File: src/rtl/impulse_pkg.sv
// impulse_pkg: types and defaults shared by the impulse scheduler and the SPI
// receiver that feeds it.
//   imp_state_e  : scheduler FSM states (IDLE, ARMED, PULSE, GAP)
//   imp_timing_t : latched per-frame timing parameters
//   frame_valid  : frame acceptance check (non-zero pulse count and period)
package impulse_pkg;

  localparam int TIME_W_DEF = 64;
  localparam int FREQ_W_DEF = 48;

  typedef enum logic [1:0] {
    IDLE  = 2'd0,
    ARMED = 2'd1,
    PULSE = 2'd2,
    GAP   = 2'd3
  } imp_state_e;

  typedef struct packed {
    logic [15:0] n_imp;
    logic [31:0] ti;
    logic [31:0] tp;
    logic [31:0] tb1;
    logic [31:0] tb2;
  } imp_timing_t;

  function automatic logic frame_valid(input logic [15:0] n_imp, input logic [31:0] tp);
    return (n_imp != 16'd0) && (tp != 32'd0);
  endfunction

endpackage

File: src/rtl/impulse_scheduler_if.sv
// impulse_scheduler_if: parameter frame, tick enable and pulse outputs of the
// impulse scheduler.
//   slave  : scheduler side (frame/tick in, gates/status out)
//   master : driver side (SPI receiver / test bench)
interface impulse_scheduler_if #(
  parameter int TIME_W = 64,
  parameter int FREQ_W = 48
) ();
  logic              clk_en;
  logic              SPI_WR;
  logic [TIME_W-1:0] SYS_TIME;
  logic [FREQ_W-1:0] FREQ;
  logic [FREQ_W-1:0] FREQ_STEP;
  logic [TIME_W-1:0] TIME_START;
  logic [15:0]       N_impulse;
  logic [31:0]       Interval_Ti;
  logic [31:0]       Interval_Tp;
  logic [31:0]       Tblank1;
  logic [31:0]       Tblank2;
  logic              IMP;
  logic              BLANK;
  logic [FREQ_W-1:0] FREQ_OUT;
  logic [15:0]       IMP_CNT;
  logic              BUSY;
  logic              DONE;
  logic              REJECT;

  modport slave (
    input  clk_en, SPI_WR, SYS_TIME, FREQ, FREQ_STEP, TIME_START, N_impulse,
           Interval_Ti, Interval_Tp, Tblank1, Tblank2,
    output IMP, BLANK, FREQ_OUT, IMP_CNT, BUSY, DONE, REJECT
  );

  modport master (
    output clk_en, SPI_WR, SYS_TIME, FREQ, FREQ_STEP, TIME_START, N_impulse,
           Interval_Ti, Interval_Tp, Tblank1, Tblank2,
    input  IMP, BLANK, FREQ_OUT, IMP_CNT, BUSY, DONE, REJECT
  );
endinterface

File: src/rtl/impulse_window.sv
// impulse_window: per-pulse period counter with registered IMP/BLANK gates.
//   clk, rst_n      : clock, async active-low reset
//   i_start         : begin a new period (counter -> 0)
//   i_adv           : advance counter by one tick
//   i_clr           : sequence finished, drop gates and counter
//   i_ti/i_tp       : pulse width / period in ticks
//   i_tb1/i_tb2     : blank window [tb1, tb2) in ticks from pulse start
//   o_imp, o_blank  : registered gates for the current counter value
//   o_period_end    : counter sits on the last tick of the period (tp-1)
//   o_imp_at0       : IMP value a fresh period will start with
//   o_imp_inc       : IMP value after the next advance
module impulse_window (
  input  logic        clk,
  input  logic        rst_n,
  input  logic        i_start,
  input  logic        i_adv,
  input  logic        i_clr,
  input  logic [31:0] i_ti,
  input  logic [31:0] i_tp,
  input  logic [31:0] i_tb1,
  input  logic [31:0] i_tb2,
  output logic        o_imp,
  output logic        o_blank,
  output logic        o_period_end,
  output logic        o_imp_at0,
  output logic        o_imp_inc
);
  logic [31:0] r_cnt;
  logic [31:0] w_tp_m1;
  logic [31:0] w_ti_eff;
  logic [31:0] w_cnt_inc;

  // Pulse is clamped so at least the last tick of the period is low.
  assign w_tp_m1      = i_tp - 32'd1;
  assign w_ti_eff     = (i_ti < w_tp_m1) ? i_ti : w_tp_m1;
  assign w_cnt_inc    = r_cnt + 32'd1;
  assign o_period_end = (r_cnt == w_tp_m1);
  assign o_imp_at0    = (w_ti_eff != 32'd0);
  assign o_imp_inc    = (w_cnt_inc < w_ti_eff);

  // Empty or inverted window never matches.
  function automatic logic in_blank(input logic [31:0] c, input logic [31:0] lo,
                                    input logic [31:0] hi);
    return (c >= lo) && (c < hi);
  endfunction

  always_ff @(posedge clk or negedge rst_n) begin
    if (!rst_n) begin
      r_cnt   <= '0;
      o_imp   <= 1'b0;
      o_blank <= 1'b0;
    end else if (i_clr) begin
      r_cnt   <= '0;
      o_imp   <= 1'b0;
      o_blank <= 1'b0;
    end else if (i_start) begin
      r_cnt   <= '0;
      o_imp   <= o_imp_at0;
      o_blank <= in_blank(32'd0, i_tb1, i_tb2);
    end else if (i_adv) begin
      r_cnt   <= w_cnt_inc;
      o_imp   <= o_imp_inc;
      o_blank <= in_blank(w_cnt_inc, i_tb1, i_tb2);
    end
  end
endmodule

File: src/rtl/impulse_scheduler.sv
// impulse_scheduler: arms on a parameter frame, waits for SYS_TIME to reach
// TIME_START, then emits N_impulse pulses of Interval_Ti ticks every
// Interval_Tp ticks with a receiver blank window per period.
//   clk, rst_n : 48 MHz clock, async active-low reset
//   io (slave) : clk_en tick, SPI_WR frame strobe + parameters in;
//                IMP, BLANK, FREQ_OUT, IMP_CNT, BUSY, DONE, REJECT out
// Build option: IMPULSE_FREQ_STEP_EN adds FREQ_STEP to FREQ_OUT every pulse;
// without it FREQ_OUT holds the latched FREQ and no adder is built.
module impulse_scheduler
  import impulse_pkg::*;
#(
  parameter int TIME_W = TIME_W_DEF,
  parameter int FREQ_W = FREQ_W_DEF
) (
  input logic                clk,
  input logic                rst_n,
  impulse_scheduler_if.slave io
);
  imp_state_e        r_state, w_state_nxt;
  imp_timing_t       r_tim;
  logic [TIME_W-1:0] r_time_start;
  logic [FREQ_W-1:0] r_freq;
  logic [FREQ_W-1:0] r_freq_out;
  logic [15:0]       r_imp_cnt;
  logic              r_busy, r_done, r_reject;

  logic w_frame_ok, w_last;
  logic w_latch, w_rej, w_start, w_wrap, w_adv, w_finish;
  logic w_imp, w_blank, w_period_end, w_imp_at0, w_imp_inc;

  assign w_frame_ok = frame_valid(io.N_impulse, io.Interval_Tp);
  assign w_last     = (r_imp_cnt == r_tim.n_imp - 16'd1);

  always_ff @(posedge clk or negedge rst_n) begin
    if (!rst_n) r_state <= IDLE;
    else        r_state <= w_state_nxt;
  end

  always_comb begin
    w_state_nxt = r_state;
    w_latch     = 1'b0;
    w_rej       = 1'b0;
    w_start     = 1'b0;
    w_wrap      = 1'b0;
    w_adv       = 1'b0;
    w_finish    = 1'b0;
    case (r_state)
      IDLE: begin
        if (io.SPI_WR) begin
          if (w_frame_ok) begin
            w_latch     = 1'b1;
            w_state_nxt = ARMED;
          end else begin
            w_rej = 1'b1;
          end
        end
      end
      ARMED: begin
        // A new frame takes priority over a start in the same cycle.
        if (io.SPI_WR) begin
          if (w_frame_ok) begin
            w_latch = 1'b1;
          end else begin
            w_rej       = 1'b1;
            w_state_nxt = IDLE;
          end
        end else if (io.clk_en && (io.SYS_TIME >= r_time_start)) begin
          w_start     = 1'b1;
          w_state_nxt = w_imp_at0 ? PULSE : GAP;
        end
      end
      PULSE, GAP: begin
        w_rej = io.SPI_WR;
        if (io.clk_en) begin
          if (w_period_end) begin
            if (w_last) begin
              w_finish    = 1'b1;
              w_state_nxt = IDLE;
            end else begin
              w_wrap      = 1'b1;
              w_start     = 1'b1;
              w_state_nxt = w_imp_at0 ? PULSE : GAP;
            end
          end else begin
            w_adv       = 1'b1;
            w_state_nxt = w_imp_inc ? PULSE : GAP;
          end
        end
      end
      default: w_state_nxt = IDLE;
    endcase
  end

`ifdef IMPULSE_FREQ_STEP_EN
  logic [FREQ_W-1:0] r_freq_step;
`else
  logic [FREQ_W-1:0] w_unused_freq_step;
  assign w_unused_freq_step = io.FREQ_STEP;
`endif

  always_ff @(posedge clk or negedge rst_n) begin
    if (!rst_n) begin
      r_tim        <= '0;
      r_time_start <= '0;
      r_freq       <= '0;
`ifdef IMPULSE_FREQ_STEP_EN
      r_freq_step  <= '0;
`endif
      r_freq_out   <= '0;
      r_imp_cnt    <= '0;
      r_busy       <= 1'b0;
      r_done       <= 1'b0;
      r_reject     <= 1'b0;
    end else begin
      r_busy   <= (w_state_nxt != IDLE);
      r_done   <= w_finish;
      r_reject <= w_rej;
      if (w_latch) begin
        r_tim.n_imp  <= io.N_impulse;
        r_tim.ti     <= io.Interval_Ti;
        r_tim.tp     <= io.Interval_Tp;
        r_tim.tb1    <= io.Tblank1;
        r_tim.tb2    <= io.Tblank2;
        r_time_start <= io.TIME_START;
        r_freq       <= io.FREQ;
`ifdef IMPULSE_FREQ_STEP_EN
        r_freq_step  <= io.FREQ_STEP;
`endif
      end
      if (w_wrap) begin
        r_imp_cnt  <= r_imp_cnt + 16'd1;
`ifdef IMPULSE_FREQ_STEP_EN
        r_freq_out <= r_freq_out + r_freq_step;
`endif
      end else if (w_start) begin
        r_imp_cnt  <= '0;
        r_freq_out <= r_freq;
      end
    end
  end

  impulse_window u_window (
    .clk          (clk),
    .rst_n        (rst_n),
    .i_start      (w_start),
    .i_adv        (w_adv),
    .i_clr        (w_finish),
    .i_ti         (r_tim.ti),
    .i_tp         (r_tim.tp),
    .i_tb1        (r_tim.tb1),
    .i_tb2        (r_tim.tb2),
    .o_imp        (w_imp),
    .o_blank      (w_blank),
    .o_period_end (w_period_end),
    .o_imp_at0    (w_imp_at0),
    .o_imp_inc    (w_imp_inc)
  );

  assign io.IMP      = w_imp;
  assign io.BLANK    = w_blank;
  assign io.FREQ_OUT = r_freq_out;
  assign io.IMP_CNT  = r_imp_cnt;
  assign io.BUSY     = r_busy;
  assign io.DONE     = r_done;
  assign io.REJECT   = r_reject;
endmodule

File: src/flat_wrapper.sv
// flat-port wrapper written by rule: the top's interface ports become plain ports
module impulse_scheduler_flat import impulse_pkg::*;
#(
  parameter int TIME_W = TIME_W_DEF,
  parameter int FREQ_W = FREQ_W_DEF
)
  (clk, rst_n, io_clk_en, io_SPI_WR, io_SYS_TIME, io_FREQ, io_FREQ_STEP, io_TIME_START, io_N_impulse, io_Interval_Ti, io_Interval_Tp, io_Tblank1, io_Tblank2, io_IMP, io_BLANK, io_FREQ_OUT, io_IMP_CNT, io_BUSY, io_DONE, io_REJECT);
  impulse_scheduler_if #(.TIME_W(TIME_W), .FREQ_W(FREQ_W)) io_i ();
  input logic clk;
  input logic rst_n;
  input wire logic [$bits(io_i.clk_en)-1:0] io_clk_en;
  input wire logic [$bits(io_i.SPI_WR)-1:0] io_SPI_WR;
  input wire logic [$bits(io_i.SYS_TIME)-1:0] io_SYS_TIME;
  input wire logic [$bits(io_i.FREQ)-1:0] io_FREQ;
  input wire logic [$bits(io_i.FREQ_STEP)-1:0] io_FREQ_STEP;
  input wire logic [$bits(io_i.TIME_START)-1:0] io_TIME_START;
  input wire logic [$bits(io_i.N_impulse)-1:0] io_N_impulse;
  input wire logic [$bits(io_i.Interval_Ti)-1:0] io_Interval_Ti;
  input wire logic [$bits(io_i.Interval_Tp)-1:0] io_Interval_Tp;
  input wire logic [$bits(io_i.Tblank1)-1:0] io_Tblank1;
  input wire logic [$bits(io_i.Tblank2)-1:0] io_Tblank2;
  output wire logic [$bits(io_i.IMP)-1:0] io_IMP;
  output wire logic [$bits(io_i.BLANK)-1:0] io_BLANK;
  output wire logic [$bits(io_i.FREQ_OUT)-1:0] io_FREQ_OUT;
  output wire logic [$bits(io_i.IMP_CNT)-1:0] io_IMP_CNT;
  output wire logic [$bits(io_i.BUSY)-1:0] io_BUSY;
  output wire logic [$bits(io_i.DONE)-1:0] io_DONE;
  output wire logic [$bits(io_i.REJECT)-1:0] io_REJECT;
  assign io_i.clk_en = io_clk_en;
  assign io_i.SPI_WR = io_SPI_WR;
  assign io_i.SYS_TIME = io_SYS_TIME;
  assign io_i.FREQ = io_FREQ;
  assign io_i.FREQ_STEP = io_FREQ_STEP;
  assign io_i.TIME_START = io_TIME_START;
  assign io_i.N_impulse = io_N_impulse;
  assign io_i.Interval_Ti = io_Interval_Ti;
  assign io_i.Interval_Tp = io_Interval_Tp;
  assign io_i.Tblank1 = io_Tblank1;
  assign io_i.Tblank2 = io_Tblank2;
  assign io_IMP = io_i.IMP;
  assign io_BLANK = io_i.BLANK;
  assign io_FREQ_OUT = io_i.FREQ_OUT;
  assign io_IMP_CNT = io_i.IMP_CNT;
  assign io_BUSY = io_i.BUSY;
  assign io_DONE = io_i.DONE;
  assign io_REJECT = io_i.REJECT;
  impulse_scheduler #(.TIME_W(TIME_W), .FREQ_W(FREQ_W)) u_core (.clk(clk), .rst_n(rst_n), .io(io_i));
endmodule
File: config.mk
export PLATFORM = sky130hd
export DESIGN_NAME = impulse_scheduler_flat
export DESIGN_NICKNAME = d
export VERILOG_FILES = /design/src/rtl/impulse_pkg.sv /design/src/rtl/impulse_scheduler_if.sv /design/src/rtl/impulse_window.sv /design/src/rtl/impulse_scheduler.sv /design/src/flat_wrapper.sv
export SDC_FILE = /design/constraint.sdc
export NUM_CORES = 1
export LEC_CHECK = 0
export ABC_AREA = 0
export CAP_MARGIN = 10
export CORE_MARGIN = 4
export CORE_UTILIZATION = 55
export CTS_BUF_LIST = sky130_fd_sc_hd__clkbuf_4
export CTS_CLUSTER_SIZE = 24
export DETAILED_ROUTE_END_ITERATION = 12
export HOLD_SLACK_MARGIN = 0.08
export PLACE_DENSITY = 0.84
export SLEW_MARGIN = 25
export SYNTH_ARGS = -nofsm -noshare
export SYNTH_HDL_FRONTEND = slang
export SYNTH_SLANG_ARGS = --single-unit
File: constraint.sdc
create_clock -name clk -period 11.6 [get_ports clk]
set_clock_uncertainty 0.2 [all_clocks]
set_input_delay 2.32 -clock clk [delete_from_list [all_inputs] [get_ports clk]]
set_output_delay 2.32 -clock clk [all_outputs]
set_load 0.03 [all_outputs]
After elaboration in Yosys (flattened, before gate mapping). Index checks and enable logic that the tools add are counted.

ROM bits: 0. Output and inout bits: 69. Input bits: 372. Latch bits: 0. Bits in registers: 359. Memory bits (writable): 0. Memories kept: 0.

$lt $le $gt $ge: 7. Divide/modulo/power cells: 0. Multiply operators: 0. Shift-type cells: 0. Multiplexer cells: 43. Add/subtract/negate cells: 4. Eq/ne operators: 5. Bitwise operators: 1. Reduce and logical (&&, ||, !) cells: 14.

Operators with widths (count): 2-to-1 mux 32 bit (4); < comparator 32 bit (3); >= comparator 64 bit (1); nonzero test 32 bit (2); adder 32 x 1 -> 32 bit, second input constant (1); == test 32 bit (1); >= comparator 1 x 32 -> 1 bit, first input constant (1); >= comparator 32 bit (1); < comparator 1 x 32 -> 1 bit, first input constant (1); 2-to-1 mux 16 bit (2); subtractor 32 x 1 -> 32 bit, second input constant (1); 2-to-1 mux 1 bit (26); adder 16 x 1 -> 16 bit, second input constant (1); == test 16 bit (1); 2-to-1 mux 2 bit (8); nonzero test 16 bit (1); subtractor 16 x 1 -> 16 bit, second input constant (1); one-hot mux 2 bit (3 select lines) (1); == test 2 bit, second input constant (2); logical AND 1 bit (4); one-hot mux 1 bit (2 select lines) (2); nonzero test 2 bit (2); OR reduction 2 bit (2); nonzero test 3 bit (1); 4 further kinds (4).

Logic depth before layout (Yosys ltp).
Depth after elaboration: 10. Depth in mapped cells: 30. Depth with buffers taken out: 25.

Modules after synthesis. From an unflattened synthesis, not the netlist that was laid out.

Cell total of the unflattened synthesis: 1965. Area, all modules: 21336.7 um^2.

By module, submodules not included: impulse_scheduler (times used 1, area an instance 14659.1 um^2, sequential area each 8132.8 um^2, cells an instance 1088); impulse_window (times used 1, area an instance 6677.7 um^2, sequential area each 850.8 um^2, cells an instance 877).

Worst setup path after synthesis. OpenSTA, ideal clock, no wires.

Kind: reg-to-reg. Start: register u_core.r_tim[82] (netlist bit). End: register u_core.u_window.o_imp. Required time: 11305 ps. Path slack: 4784 ps. Data arrival time: 6521 ps. Cell stages (with the launch flop): 26. Path buffers: 3. Cell sequence: dfrtp_1 clkbuf_1 or4_1 or4_1 or3_1 or2_2 xor2_1 ha_1 nand3_1 nor3_1 nand2_1 a2111oi_0 clkbuf_1 buf_1 o31ai_1 ha_1 a2111oi_0 o21ai_0 a31o_2 a221oi_1 o21a_1 nand3_1 mux2i_1 nand2b_1 mux2i_1 o31ai_1.

Cells in the longest elaborated chain, start to end: 7. Elaborated cells on any way between the ends: 19.

Ends and longest elaborated chain: start, declared (line impulse_scheduler.sv:20) `imp_timing_t r_tim;`; subtractor 32 x 1 -> 32 bit * (line impulse_window.sv:34) `assign w_tp_m1 = i_tp - 32'd1;`; < comparator 32 bit / == test 32 bit (equally long branches) (line impulse_window.sv:35, impulse_window.sv:37); 2-to-1 mux 32 bit / 2-to-1 mux 1 bit (equally long branches) (line impulse_window.sv:35, impulse_scheduler.sv:75); < comparator 32 bit / 2-to-1 mux 1 bit (equally long branches) (line impulse_window.sv:39, impulse_scheduler.sv:74); 2-to-1 mux 1 bit / one-hot mux 1 bit (2 select lines) (equally long branches) (line impulse_window.sv:60, impulse_scheduler.sv:47); 2-to-1 mux 1 bit (line impulse_window.sv:56) `end else if (i_start) begin`; 2-to-1 mux 1 bit (line impulse_window.sv:52) `end else if (i_clr) begin`; end signal, assigned (line impulse_window.sv:58) `o_imp <= o_imp_at0;`; end signal, assigned (line impulse_window.sv:62) `o_imp <= o_imp_inc;`; end, declared (line impulse_window.sv:22) `output logic o_imp,`.

Every way passes the cells marked *; elsewhere a longest branch is shown, timed or not. The select of a mux whose other input is x is not followed. A chain may end at the register's enable or synchronous reset.

Worst setup path in the final report.
Start: register u_core.r_tim[64] (netlist bit). End: register u_core.u_window.o_imp.

Same word-level chain as after synthesis.

==> results.py <==
metrics = {
    "status": {
        "outcome": "complete, no violations",
    },
    "placement": {
        "place.detailed.hpwl_um": 51000,
        "io_buffers": 392,
        "place_ws_ns": 3.63,
        "gp_congestion": 0.968,
    },
    "cts": {
        "cts.sinks": 359,
        "numCtsBuffers": 95,
        "clkTransAtPathRegs_ns": 0.06,
        "root_buffer": "clkbuf_4",
        "cts_tree": "done",
        "cts_hold_buf": 0,
        "cts_buffer_depth": 3,
        "htreeDepth": 3,
        "clock_latency_ns": 0.88,
        "cts-resized-gates": 0,
        "post_cts_buffers": 0,
    },
    "final_layout": {
        "final_cell_mix": "clkdlybuf4s50_1, dfrtp_1, mux2_2, ha_1, inv_1",
        "final_common_cell": "clkdlybuf4s50_1",
        "num-fill-cells": 2920,
        "drive_above_1_share_pct": 19.0,
        "syn_to_final_growth_pct": 24.8,
        "post-route-util_pct": 69.5,
        "nets": 3054,
    },
    "hold_path": {
        "min_path_type": "reg2reg",
        "worstHoldStart": "u_core.u_window.o_imp",
        "hold_depth": 2,
        "min_to": "u_core.u_window.o_imp",
    },
    "die": {
        "ios": 441,
        "die_w_um": 209,
        "die_area_mm2": 0.0435,
        "start_util_pct": 55.7,
        "rows": 73,
        "core_mm2": 0.0397,
        "die_h_um": 209,
    },
    "pwr": {
        "power.leakage_uw": 0.0124,
        "power.internal_uw": 3810,
        "powerDensity_mw_per_mm2": 236,
        "p_clk_share_pct": 16.8,
        "vdd.ir_drop.worst_mv": 0.179,
        "seqPwrFrac_pct": 36.9,
        "p_comb_share_pct": 46.2,
        "p_switching_uw": 2700,
        "p_sw_share_pct": 41.5,
        "totalPowerFinal_uw": 6520,
    },
    "setup_path": {
        "r2r_cells": 25,
        "cp_num_buf_inv": 2,
        "start_kind": "flip-flop",
        "slowest_delay_ns": 0.72,
        "path_class": "reg2reg",
        "r2r_start": "u_core.r_tim[64]",
        "arrival_ns": 8.71,
        "r2r_slack_ns": 3.39,
        "cp.required_ns": 12.11,
        "cp_max_fo": 30,
        "critPathTopFamily": "compound AO/OA/AOI/OAI gates",
        "end_kind": "flip-flop",
        "r2r_end": "u_core.u_window.o_imp",
        "cpMaxStageDelayCell": "nor4_1",
    },
    "sta": {
        "slew_violations": 0,
        "final.setup.tns_ns": 0,
        "fmax_mhz": 122,
        "rsz0062_at_grt": "false",
        "setup-violations-final": 0,
        "setup_ws_ns": 3.39,
        "maxSlewHeadroom_pct": 24.0,
        "hold_violations": 0,
        "min_period_ns": 8.21,
        "period_share_pct": 70.8,
        "worst_pin_slew_ns": 1.13,
    },
    "synth": {
        "ys_async_sr_fraction_pct": 100,
        "synth_nets": 2661,
        "syn_avg_cell_area_um2": 10.5,
        "synth_area_mm2": 0.0221,
        "synth.distinct_cells": 74,
        "synth-main-ff-cell": "dfrtp_1",
        "synth_area_leader_cell": "dfrtp_1",
        "yosysTopAreaCellShare_pct": 40.6,
        "yosysSeqAreaShare_pct": 40.6,
        "synth_seq_cells": 359,
        "ys_warn_count": 0,
        "synth_area_leaders": "dfrtp_1, mux2_2, ha_1, inv_1, xnor2_1",
        "synth-edff-count": 0,
        "synthCells": 2098,
    },
    "detailed_routing": {
        "num_vias": 18700,
        "drt_iter0_drc": 1488,
        "post-route-drc-count": 0,
        "viasPerCell": 6.06,
        "wl_um": 68200,
        "ant_nets": 0,
        "first_pass_iters": 6,
        "post_drt_wl_per_cell_um": 22.1,
    },
    "global_routing": {
        "grt_pass1_vias": 19500,
        "grt_use_total_pct": 30.6,
        "overflow": 0,
        "grt_pass1_wl_um": 106000,
        "grt_max_degree": 146,
        "antenna_found_initial": 6,
    },
    "job": {
        "cap_violations": 0,
    },
}
-- cell type report --
| type | count | area (um^2) | share of cell area (%) |
|---|---|---|---|
| Antenna cell | 5 | 12.5 | 0.0453 |
| Clock buffer | 131 | 983 | 3.56 |
| Timing Repair Buffer | 405 | 4050 | 14.7 |
| Inverter | 149 | 559 | 2.03 |
| Multi-Input combinational cell | 1481 | 12200 | 44.2 |
| Clock inverter | 27 | 170 | 0.616 |
| Sequential cell | 359 | 8980 | 32.5 |
| Tap cell | 525 | 657 | 2.38 |
-- state kept, by name (all words and copies together) (netlist names) --
| register | count |
|---|---|
| u_core.r_tim | 144 |
| u_core.r_time_start | 64 |
| u_core.io.FREQ_OUT | 48 |
| u_core.r_freq | 48 |
| u_core.u_window.r_cnt | 32 |
| u_core.io.IMP_CNT | 16 |
| u_core.r_state | 2 |
| u_core.io.BUSY | 1 |
| u_core.io.DONE | 1 |
| u_core.io.REJECT | 1 |
| u_core.u_window.o_blank | 1 |
| u_core.u_window.o_imp | 1 |
-- synth_stat cells, types with 19 or more instances --
cell type and count:
dfrtp_1 359, mux2_2 306, ha_1 191, inv_1 149, o21ai_0 97, clkbuf_1 88
nand2_1 82, a21oi_1 81, nor4_1 69, nor2_1 68, xnor2_1 58, nand4_1 56
xor2_1 46, a21o_1 44, nand3_1 44, o31ai_1 36, nor3_1 27, and3_1 24
or4_1 19
-- metal layers --
metal / global-route usage (%) / vias up / routed length, um
met5: 0 / - / 8
met4: 16.0 / 2 / 3690
met3: 11.1 / 234 / 6780
met2: 51.5 / 842 / 33000
met1: 34.1 / 9091 / 24700
li1: - / 8515 / -
-- kinds of logic (layout without fill, tap and decap cells) --
| group | Yosys count | after routing | synth area share (%) |
|---|---|---|---|
| AND/OR/NAND/NOR | 498 | 498 | 12.6 |
| XOR/XNOR | 111 | 111 | 4.84 |
| buffers and inverters | 258 | 712 | 4.43 |
| AO/OA/AOI/OAI | 362 | 362 | 10.6 |
| other | 0 | 5 | 0 |
| multiplexers | 319 | 319 | 16.2 |
| flip-flops | 359 | 359 | 40.6 |
| adder cells (fa/ha/maj) | 191 | 191 | 10.8 |
-- worst max path at each step --
stage,startpoint,endpoint,slack [ns],cells after the start
after floorplan,u_core.r_tim[82],u_core.u_window.o_imp,4.78,25
after global placement,u_core.r_tim[69],u_core.u_window.o_imp,3.70,24
after detailed placement,u_core.r_tim[69],u_core.u_window.o_imp,3.63,24
after CTS,u_core.r_tim[69],u_core.u_window.o_imp,3.56,23
after global routing,u_core.r_tim[64],u_core.u_window.o_imp,2.99,25
final,u_core.r_tim[64],u_core.u_window.o_imp,3.39,25
-- worst reg2reg max path, delay by kind of cell (launching register included) --
family | cells | cell delay, ns
flops | 1 | 0.49
mux | 3 | 0.74
simple gates | 7 | 2.38
buf+inv | 2 | 0.50
fa+ha+maj | 3 | 0.76
compound gates | 9 | 2.64
xor+xnor | 1 | 0.34
-- power groups by stage --
stage | Combinational [uW] | Clock, uW | Sequential [uW]
final | 3010 | 1100 | 2410
after global routing | 3320 | 1190 | 2470
after CTS | 2990 | 1130 | 2390
after detailed placement | 2960 | 0 | 2400
after global placement | 2810 | 0 | 2350
after floorplan | 2060 | 0 | 2260
-- through the flow --
stage / instances / instance area (um^2) / hold slack (ns)
after floorplan: 2098 / 22100 / 0.274
after global placement: 2919 / 26400 / 0.273
after detailed placement: 2919 / 26400 / 0.281
after CTS: 3077 / 27600 / 0.294
after global routing: 3082 / 27600 / 0.313
final: 3082 / 27600 / 0.285
(Power assumes the default switching activity.)
